$ cat src/rtl/riscv_regfile_debug_access_if.sv
// Debug command/response handshake between a debug module (master) and the
// GPR access block (slave).
interface riscv_regfile_debug_access_if;
  logic        cmd_valid;
  logic        cmd_ready;
  logic        cmd_write;
  logic [4:0]  cmd_regno;
  logic [31:0] cmd_wdata;
  logic        rsp_valid;
  logic        rsp_ready;
  logic [31:0] rsp_rdata;
  logic        rsp_err;

  modport master (
    output cmd_valid, cmd_write, cmd_regno, cmd_wdata, rsp_ready,
    input  cmd_ready, rsp_valid, rsp_rdata, rsp_err
  );

  modport slave (
    input  cmd_valid, cmd_write, cmd_regno, cmd_wdata, rsp_ready,
    output cmd_ready, rsp_valid, rsp_rdata, rsp_err
  );
endinterface

$ cat src/rtl/riscv_regfile_debug_access.sv
// Debug-side GPR read/write access while the core is halted. One command
// in flight; reads take two cycles through the registered-address file.
module riscv_regfile_debug_access (
  input  logic                               clk,
  input  logic                               reset_n,
  input  logic                               core_halted,
  riscv_regfile_debug_access_if.slave        dbg,
  output logic [4:0]                         rf_rs_addr,
  input  logic [31:0]                        rf_rs_data,
  output logic [4:0]                         rf_rd_addr,
  output logic [31:0]                        rf_rd_data,
  output logic                               rf_rd_write
);

  typedef enum logic [2:0] {
    IDLE,
    RD_ADDR,
    RD_DATA,
    WR,
    RESP
  } state_e;

  state_e      state_q;
  logic [4:0]  regno_q;
  logic        cmd_ready_q;
  logic        rsp_valid_q;
  logic [31:0] rsp_rdata_q;
  logic        rsp_err_q;
  logic [4:0]  rf_rs_addr_q;
  logic [4:0]  rf_rd_addr_q;
  logic [31:0] rf_rd_data_q;
  logic        rd_write_q;

  always_ff @(posedge clk or negedge reset_n) begin
    if (!reset_n) begin
      state_q      <= IDLE;
      regno_q      <= '0;
      cmd_ready_q  <= 1'b0;
      rsp_valid_q  <= 1'b0;
      rsp_rdata_q  <= '0;
      rsp_err_q    <= 1'b0;
      rf_rs_addr_q <= '0;
      rf_rd_addr_q <= '0;
      rf_rd_data_q <= '0;
      rd_write_q   <= 1'b0;
    end else begin
      case (state_q)
        IDLE: begin
          cmd_ready_q <= 1'b1;
          if (dbg.cmd_valid && cmd_ready_q) begin
            cmd_ready_q <= 1'b0;
            regno_q     <= dbg.cmd_regno;
            if (!core_halted) begin
              state_q     <= RESP;
              rsp_valid_q <= 1'b1;
              rsp_err_q   <= 1'b1;
              rsp_rdata_q <= '0;
            end else if (dbg.cmd_write) begin
              state_q      <= WR;
              rf_rd_addr_q <= dbg.cmd_regno;
              rf_rd_data_q <= dbg.cmd_wdata;
              rd_write_q   <= (dbg.cmd_regno != 5'd0);
            end else begin
              state_q      <= RD_ADDR;
              rf_rs_addr_q <= dbg.cmd_regno;
            end
          end
        end
        RD_ADDR: begin
          if (!core_halted) begin
            state_q      <= RESP;
            rf_rs_addr_q <= '0;
            rsp_valid_q  <= 1'b1;
            rsp_err_q    <= 1'b1;
            rsp_rdata_q  <= '0;
          end else begin
            state_q <= RD_DATA;
          end
        end
        RD_DATA: begin
          state_q      <= RESP;
          rf_rs_addr_q <= '0;
          rsp_valid_q  <= 1'b1;
          rsp_err_q    <= !core_halted;
          rsp_rdata_q  <= (core_halted && regno_q != 5'd0) ? rf_rs_data : '0;
        end
        WR: begin
          state_q      <= RESP;
          rf_rd_addr_q <= '0;
          rf_rd_data_q <= '0;
          rd_write_q   <= 1'b0;
          rsp_valid_q  <= 1'b1;
          rsp_err_q    <= !core_halted;
          rsp_rdata_q  <= '0;
        end
        RESP: begin
          if (dbg.rsp_ready) begin
            state_q     <= IDLE;
            cmd_ready_q <= 1'b1;
            rsp_valid_q <= 1'b0;
            rsp_err_q   <= 1'b0;
            rsp_rdata_q <= '0;
          end
        end
        default: begin
          state_q      <= IDLE;
          cmd_ready_q  <= 1'b0;
          rsp_valid_q  <= 1'b0;
          rsp_err_q    <= 1'b0;
          rsp_rdata_q  <= '0;
          rf_rs_addr_q <= '0;
          rf_rd_addr_q <= '0;
          rf_rd_data_q <= '0;
          rd_write_q   <= 1'b0;
        end
      endcase
    end
  end

  // Write strobe is gated by core_halted so a mid-WR halt drop suppresses it in the same cycle.
  assign rf_rd_write   = rd_write_q & core_halted;
  assign rf_rs_addr    = rf_rs_addr_q;
  assign rf_rd_addr    = rf_rd_addr_q;
  assign rf_rd_data    = rf_rd_data_q;
  assign dbg.cmd_ready = cmd_ready_q;
  assign dbg.rsp_valid = rsp_valid_q;
  assign dbg.rsp_rdata = rsp_rdata_q;
  assign dbg.rsp_err   = rsp_err_q;

endmodule

$ cat src/flat_wrapper.sv
// flat-port wrapper written by rule: the top's interface ports become plain ports
module riscv_regfile_debug_access_flat 
  (clk, reset_n, core_halted, rf_rs_addr, rf_rs_data, rf_rd_addr, rf_rd_data, rf_rd_write, dbg_cmd_valid, dbg_cmd_write, dbg_cmd_regno, dbg_cmd_wdata, dbg_rsp_ready, dbg_cmd_ready, dbg_rsp_valid, dbg_rsp_rdata, dbg_rsp_err);
  riscv_regfile_debug_access_if dbg_i ();
  input  logic clk;
  input  logic reset_n;
  input  logic core_halted;
  output logic [4:0] rf_rs_addr;
  input  logic [31:0] rf_rs_data;
  output logic [4:0] rf_rd_addr;
  output logic [31:0] rf_rd_data;
  output logic rf_rd_write;
  input wire logic [$bits(dbg_i.cmd_valid)-1:0] dbg_cmd_valid;
  input wire logic [$bits(dbg_i.cmd_write)-1:0] dbg_cmd_write;
  input wire logic [$bits(dbg_i.cmd_regno)-1:0] dbg_cmd_regno;
  input wire logic [$bits(dbg_i.cmd_wdata)-1:0] dbg_cmd_wdata;
  input wire logic [$bits(dbg_i.rsp_ready)-1:0] dbg_rsp_ready;
  output wire logic [$bits(dbg_i.cmd_ready)-1:0] dbg_cmd_ready;
  output wire logic [$bits(dbg_i.rsp_valid)-1:0] dbg_rsp_valid;
  output wire logic [$bits(dbg_i.rsp_rdata)-1:0] dbg_rsp_rdata;
  output wire logic [$bits(dbg_i.rsp_err)-1:0] dbg_rsp_err;
  assign dbg_i.cmd_valid = dbg_cmd_valid;
  assign dbg_i.cmd_write = dbg_cmd_write;
  assign dbg_i.cmd_regno = dbg_cmd_regno;
  assign dbg_i.cmd_wdata = dbg_cmd_wdata;
  assign dbg_i.rsp_ready = dbg_rsp_ready;
  assign dbg_cmd_ready = dbg_i.cmd_ready;
  assign dbg_rsp_valid = dbg_i.rsp_valid;
  assign dbg_rsp_rdata = dbg_i.rsp_rdata;
  assign dbg_rsp_err = dbg_i.rsp_err;
  riscv_regfile_debug_access u_core (.clk(clk), .reset_n(reset_n), .core_halted(core_halted), .dbg(dbg_i), .rf_rs_addr(rf_rs_addr), .rf_rs_data(rf_rs_data), .rf_rd_addr(rf_rd_addr), .rf_rd_data(rf_rd_data), .rf_rd_write(rf_rd_write));
endmodule
$ cat config.mk
export PLATFORM = sky130hd
export DESIGN_NAME = riscv_regfile_debug_access_flat
export DESIGN_NICKNAME = d
export VERILOG_FILES = /design/src/rtl/riscv_regfile_debug_access_if.sv /design/src/rtl/riscv_regfile_debug_access.sv /design/src/flat_wrapper.sv
export SDC_FILE = /design/constraint.sdc
export NUM_CORES = 1
export LEC_CHECK = 0
export ABC_AREA = 0
export BUFFER_PORTS_ARGS = -buffer_cell sky130_fd_sc_hd__buf_2
export CAP_MARGIN = 0
export CORE_UTILIZATION = 48
export DETAILED_ROUTE_END_ITERATION = 8
export GPL_ROUTABILITY_DRIVEN = 0
export GPL_TIMING_DRIVEN = 0
export PLACE_DENSITY_LB_ADDON = 0.1
export SETUP_SLACK_MARGIN = 0.2
export SLEW_MARGIN = 20
export SYNTH_ARGS = -nofsm -noshare
export SYNTH_HDL_FRONTEND = slang
export SYNTH_SLANG_ARGS = --single-unit
$ cat constraint.sdc
create_clock -name clk -period 2 [get_ports clk]
set_input_delay 0 -clock clk [delete_from_list [all_inputs] [get_ports clk]]
set_output_delay 0 -clock clk [all_outputs]
set_load 0.05 [all_outputs]
## Yosys cells after proc, flatten, opt, wreduce, memory -nomap -nowiden

Cells that the tools add are included.

- Flip-flop bits (word level): 86
- Input port bits: 75
- Output and inout bits: 78

- Eq/ne operators: 10
- Muxes and demuxes: 38
- Bitwise operators: 4
- Reduce and logical (&&, ||, !) cells: 15

Operators with widths:

| cell | number |
|---|---|
| 32-bit two-way mux | 7 |
| 32-bit one-hot mux with 4 select lines | 1 |
| 32-bit one-hot mux with 2 select lines | 1 |
| 5-bit two-way mux | 7 |
| 5-bit one-hot mux with 3 select lines | 1 |
| 3-bit two-way mux | 4 |
| 3-bit one-hot mux with 4 select lines | 1 |
| 1-bit two-way mux | 10 |
| 2-bit inequality test (second input constant) | 5 |
| 5-bit one-hot mux with 2 select lines | 1 |
| 5-bit nonzero test | 2 |
| 1-bit one-hot mux with 4 select lines | 2 |
| 3-bit by 2-bit equality test with 1-bit output (second input constant) | 2 |
| 2-bit AND reduction | 3 |
| 3-bit OR reduction | 2 |
| 5-bit AND reduction | 1 |
| 4-bit AND reduction | 1 |
| 2-bit OR reduction | 2 |
| 3-bit by 1-bit equality test with 1-bit output (second input constant) | 1 |
| 3-bit equality test (second input constant) | 1 |
| 3-bit logical NOT | 1 |
| 1-bit inverter | 3 |
| 1-bit one-hot mux with 3 select lines | 1 |
| 1-bit logical AND | 2 |
| 5 further kinds | 5 |

## Logic depth before layout (Yosys ltp)

- Word-level depth: 5
- Depth in mapped cells: 6

## Worst setup path after synthesis

No wires, ideal clock.

- Path type: register to register
- Start point: register u_core.cmd_ready_q (netlist: u_core.dbg.cmd_ready)
- End point: register u_core.rsp_rdata_q[0] (netlist: u_core.dbg.rsp_rdata[0])
- Library setup time: 0.121 ns
- Data arrival time: 1.658 ns
- Required time: 1.879 ns
- Path slack: 0.221 ns
- Cell stages (with the launch flop): 6
- Path buffers: 2
- Clock period less this slack: 1.779 ns
- Cells stage by stage: dfrtp_1 buf_2 nand3b_2 a32o_1 buf_2 a22o_1

- Word-level cells in the longest chain between the ends: 3

Ends and longest elaborated chain:

| what | line | source |
|---|---|---|
| start, declared | riscv_regfile_debug_access.sv:25 | `logic cmd_ready_q;` |
| start signal, assigned | riscv_regfile_debug_access.sv:38 | `cmd_ready_q <= 1'b0;` |
| start signal, assigned | riscv_regfile_debug_access.sv:49 | `cmd_ready_q <= 1'b1;` |
| start signal, assigned | riscv_regfile_debug_access.sv:51 | `cmd_ready_q <= 1'b0;` |
| 1-bit logical AND | riscv_regfile_debug_access.sv:50 | `if (dbg.cmd_valid && cmd_ready_q) begin` |
| 2-bit by 1-bit inequality test with 1-bit output (no source line) | - |  |
| 2-bit AND reduction (no source line) | - |  |
| end signal, assigned | riscv_regfile_debug_access.sv:85 | `rsp_rdata_q <= (core_halted && regno_q != 5'd0) ? rf_rs_data : '0;` |
| end, declared | riscv_regfile_debug_access.sv:27 | `logic [31:0] rsp_rdata_q;` |

No other way between the ends.
A chain may end at the register's enable or synchronous reset.

## Worst setup path after layout

- Start point: register u_core.state_q[2]
- End point: register u_core.rsp_rdata_q[28] (netlist: u_core.dbg.rsp_rdata[28])

- Word-level cells in the longest chain between the ends: 3

Ends and longest elaborated chain:

| what | line | source |
|---|---|---|
| start, declared | riscv_regfile_debug_access.sv:23 | `state_e state_q;` |
| start signal, assigned | riscv_regfile_debug_access.sv:36 | `state_q <= IDLE;` |
| start signal, assigned | riscv_regfile_debug_access.sv:54 | `state_q <= RESP;` |
| start signal, assigned | riscv_regfile_debug_access.sv:59 | `state_q <= WR;` |
| 3-bit equality test / 3-bit logical NOT (equally long branches) | riscv_regfile_debug_access.sv:47 | `case (state_q)` |
| 2-bit inequality test (no source line) / 2-bit by 1-bit inequality test with 1-bit output (equally long branches) | - |  |
| 2-bit AND reduction (no source line) | - |  |

Several ways; a longest one is shown, not always the timed one.

==> results.ini <==
[logic_synthesis]
synth_xor_xnor_area_share=0
synth_fa_ha_area_frac=0.00305
synth_mux_area_frac=0.116
largest_family_of_logic_cells_by_synthesized_area=compound AO/OA/AOI/OAI gates
ys_seq_elements=86
netlist_instances=314
synth_cell_type_count=44
compound_gate_fraction_of_synth_area=0.131
synth_simple_gate_area_share=0.0922
synth-edff-count=0
synth_sequential_area_ratio=0.583
avgSynthCellArea_um2=11.8
synthesis.area_um2=3690
mappedNetlistNets=389
yosysWarnings=0
synth_async_sr_flop_share=1.00
synthFlopType=dfrtp_1

[timing]
final_min_period_over_clock_period=0.853
fin_crit_period_ns=1.71
rsz0062_at_grt=true
final-max-slew-violation-count=0
max_slew_margin=0.670
final.setup.worst_slack_ns=0.295
setup_viol=0
setup_tns_ns=0
clock.fmax_ghz=0.586
max_clock_skew_ns=0.0128
hold-worst-slack_ns=0.147
final_hold_viol_count=0
worst_pin_slew_ns=0.488

[global_routing]
maximum_number_of_pins_on_one_net_before_global_route_repair=53
globalRoute.totalOverflow=0
grt_pass1_vias=3251
antenna_violations_before_repair=0
grt_util_all_layers=0.239
grt_first_pass_wirelength_um=14500

[setup_path]
path_delay_family=flip-flops
rr_startpoint=u_core.state_q[2]$_DFFE_PN0P_
worst-endpoint-arrival_ns=1.93
cpMaxStageDelayCell=dfrtp_1
cp-start-kind=register
critical_path_class=register to register
critical_path.cell_chain=buf_2 -> nor2_1 -> a32o_1 -> clkbuf_4 -> a22o_1
critical-path-max-stage-delay_ns=0.52
timing.critical_path.fanout_max=10
critical_path_depth=5
cp.buffers_inverters=2
timing.critical_path.to=u_core.dbg.rsp_rdata[28]$_DFFE_PN0P_
rr_worst_depth=5
timing.critical_path.from=u_core.state_q[2]$_DFFE_PN0P_
cp_capture_type=register
worst_r2r_endpoint=u_core.dbg.rsp_rdata[28]$_DFFE_PN0P_
crit_required_ns=2.23
r2r_slack_ns=0.29

[power_and_ir_drop]
irDropWorstVdd_mv=0.941
combinationalPowerShare=0.526
switching_power_w=0.00390
power.switching_fraction=0.482
clock_power_share=0.153
power_w=0.00809
cellInternalPower_w=0.00419
seq_power_share=0.322
p_per_area_nw_per_um2=1450
power.static_leakage_nw=2.91

[detailed_routing]
drt_first_pass_iters=4
drtIter0Drc=66
finalWirelength_um=9410
vias=3216
routed_wl_per_cell_um=14.4
via_per_inst=4.91
ant_nets=0
drc_errors=0

[placement]
buffer_ports.inserted=152
dp_hpwl_um=5990
setup_slack_placement_ns=0.292

[die]
start_util=0.503
design.portCount=153
core_area_um2=7330
std_cell_rows=31
design.die.area_um2=8040
die_width_um=89.7
floorplan.die.height_um=89.7

[clocking]
clock_tree_buffer_depth=2
count_of_buffers_added_by_post_cts_timing_repair_for_setup=0
cts_htree_levels=3
clock_buffers_created_by_tritoncts=9
cts.clk_slew.worst_paths_ns=0.09
cts_tree=built
clk-insertion-delay-late_ns=0.34
cts-root-buf=clkbuf_8
cts_num_sinks=86

[run_status]
run_status=finished clean

[cells_and_area]
antenna-diode-count=0
layout-area-overhead-vs-synth_pct=50.9
final_nets=626
post_route_cells_drive_above_1_share=0.351

[run]
drv_cap=0

[hold_path]
min_path_type=primary input to async pin

-- registers in the layout, indices dropped and copies added, names as in the netlist --
signal,count
u_core.state_q,3
u_core.rf_rd_addr,5
u_core.rf_rd_data,32
u_core.dbg.cmd_ready,1
u_core.dbg.rsp_rdata,32
u_core.regno_q,5
u_core.dbg.rsp_valid,1
u_core.rf_rs_addr,5
u_core.rd_write_q,1
u_core.dbg.rsp_err,1
-- final cells by class --
type	instances	area (um2)
buffer	20	129
clock buffer	10	138
clock inverter	6	68.8
fill	519	1760
inverter	41	154
multi-input combinational	167	1280
sequential	86	2150
tap	99	124
timing repair buffer	226	1520
-- synthesized netlist by cell type, types with 2 or more instances --
master,n,area [um2]
a21oi_1,2,10.0
mux2i_1,35,350
o211ai_1,7,52.6
clkbuf_1,5,18.8
nor2_1,6,22.5
dfrtp_1,86,2150
nand4_1,2,12.5
o2111ai_1,2,17.5
a22o_1,32,280
nor4b_1,2,17.5
mux2_1,7,78.8
o221ai_1,3,26.3
nand2_1,39,146
nand3_1,6,30.0
buf_2,10,50.1
buf_8,2,30.0
inv_1,41,154
-- cells in the final DEF, fill, tap and decap left out, types with 2 or more instances in the layout --
cell type,count
a21oi_1,2
a22o_1,32
buf_2,160
buf_4,2
buf_8,2
clkbuf_1,2
clkbuf_2,4
clkbuf_8,10
clkinv_4,2
dfrtp_1,85
dlygate4sd3_1,73
inv_1,41
mux2_1,7
mux2i_1,35
nand2_1,39
nand3_1,6
nand4_1,2
nor2_1,6
nor4b_1,2
o2111ai_1,2
o211ai_1,7
o221ai_1,3
-- power by group through the flow --
stage	clock network, W	logic (W)	registers [W]
final	0.00123	0.00425	0.00260
after floorplan	0	0.00154	0.00421
after global routing	0.00133	0.00456	0.00267
after CTS	0.00127	0.00424	0.00258
after global placement	0	0.00404	0.00259
after detailed placement	0	0.00412	0.00261
-- kinds of logic (layout without fill, tap and decap cells) --
logic type,Yosys count,count (layout)
and+or+nand+nor,67,67
adders and majority gates,1,1
muxes,42,42
AOI/OAI and AO/OA,57,57
DFF,86,86
buffers and inverters,61,303
-- worst min path at each step --
stage,from,end
finish,reset_n,u_core.rf_rd_data[19]$_DFFE_PN0P_
CTS,reset_n,u_core.rf_rd_data[19]$_DFFE_PN0P_
detailed placement,reset_n,u_core.rf_rd_data[19]$_DFFE_PN0P_
global placement,rf_rs_data[17],u_core.dbg.rsp_rdata[17]$_DFFE_PN0P_
global route,reset_n,u_core.rf_rd_data[19]$_DFFE_PN0P_
floorplan,reset_n,u_core.dbg.cmd_ready$_DFFE_PN0P_
-- metrics by stage --
step	cell area [um2]	instances	util
final	5570	655	0.760
after global routing	5570	655	0.760
after CTS	5540	655	0.756
after detailed placement	4600	566	0.628
after global placement	4570	565	0.624
after floorplan	3690	314	-
-- metal layers --
metal  global-route usage  vias to the layer above  share of wire
met4               0.0996                        0          0.014
li1                     -                     1558              -
met5                    0                        -              0
met1                0.290                     1534           0.42
met2                0.424                      110           0.51
met3               0.0393                       14          0.051
-- timing repair --
item	CTS	global route
resized for setup	0	11
endpoints found under the hold margin	110	0
hold buffers	73	0
setup endpoints to repair	0	25
Power figures use the tool's default switching activity.
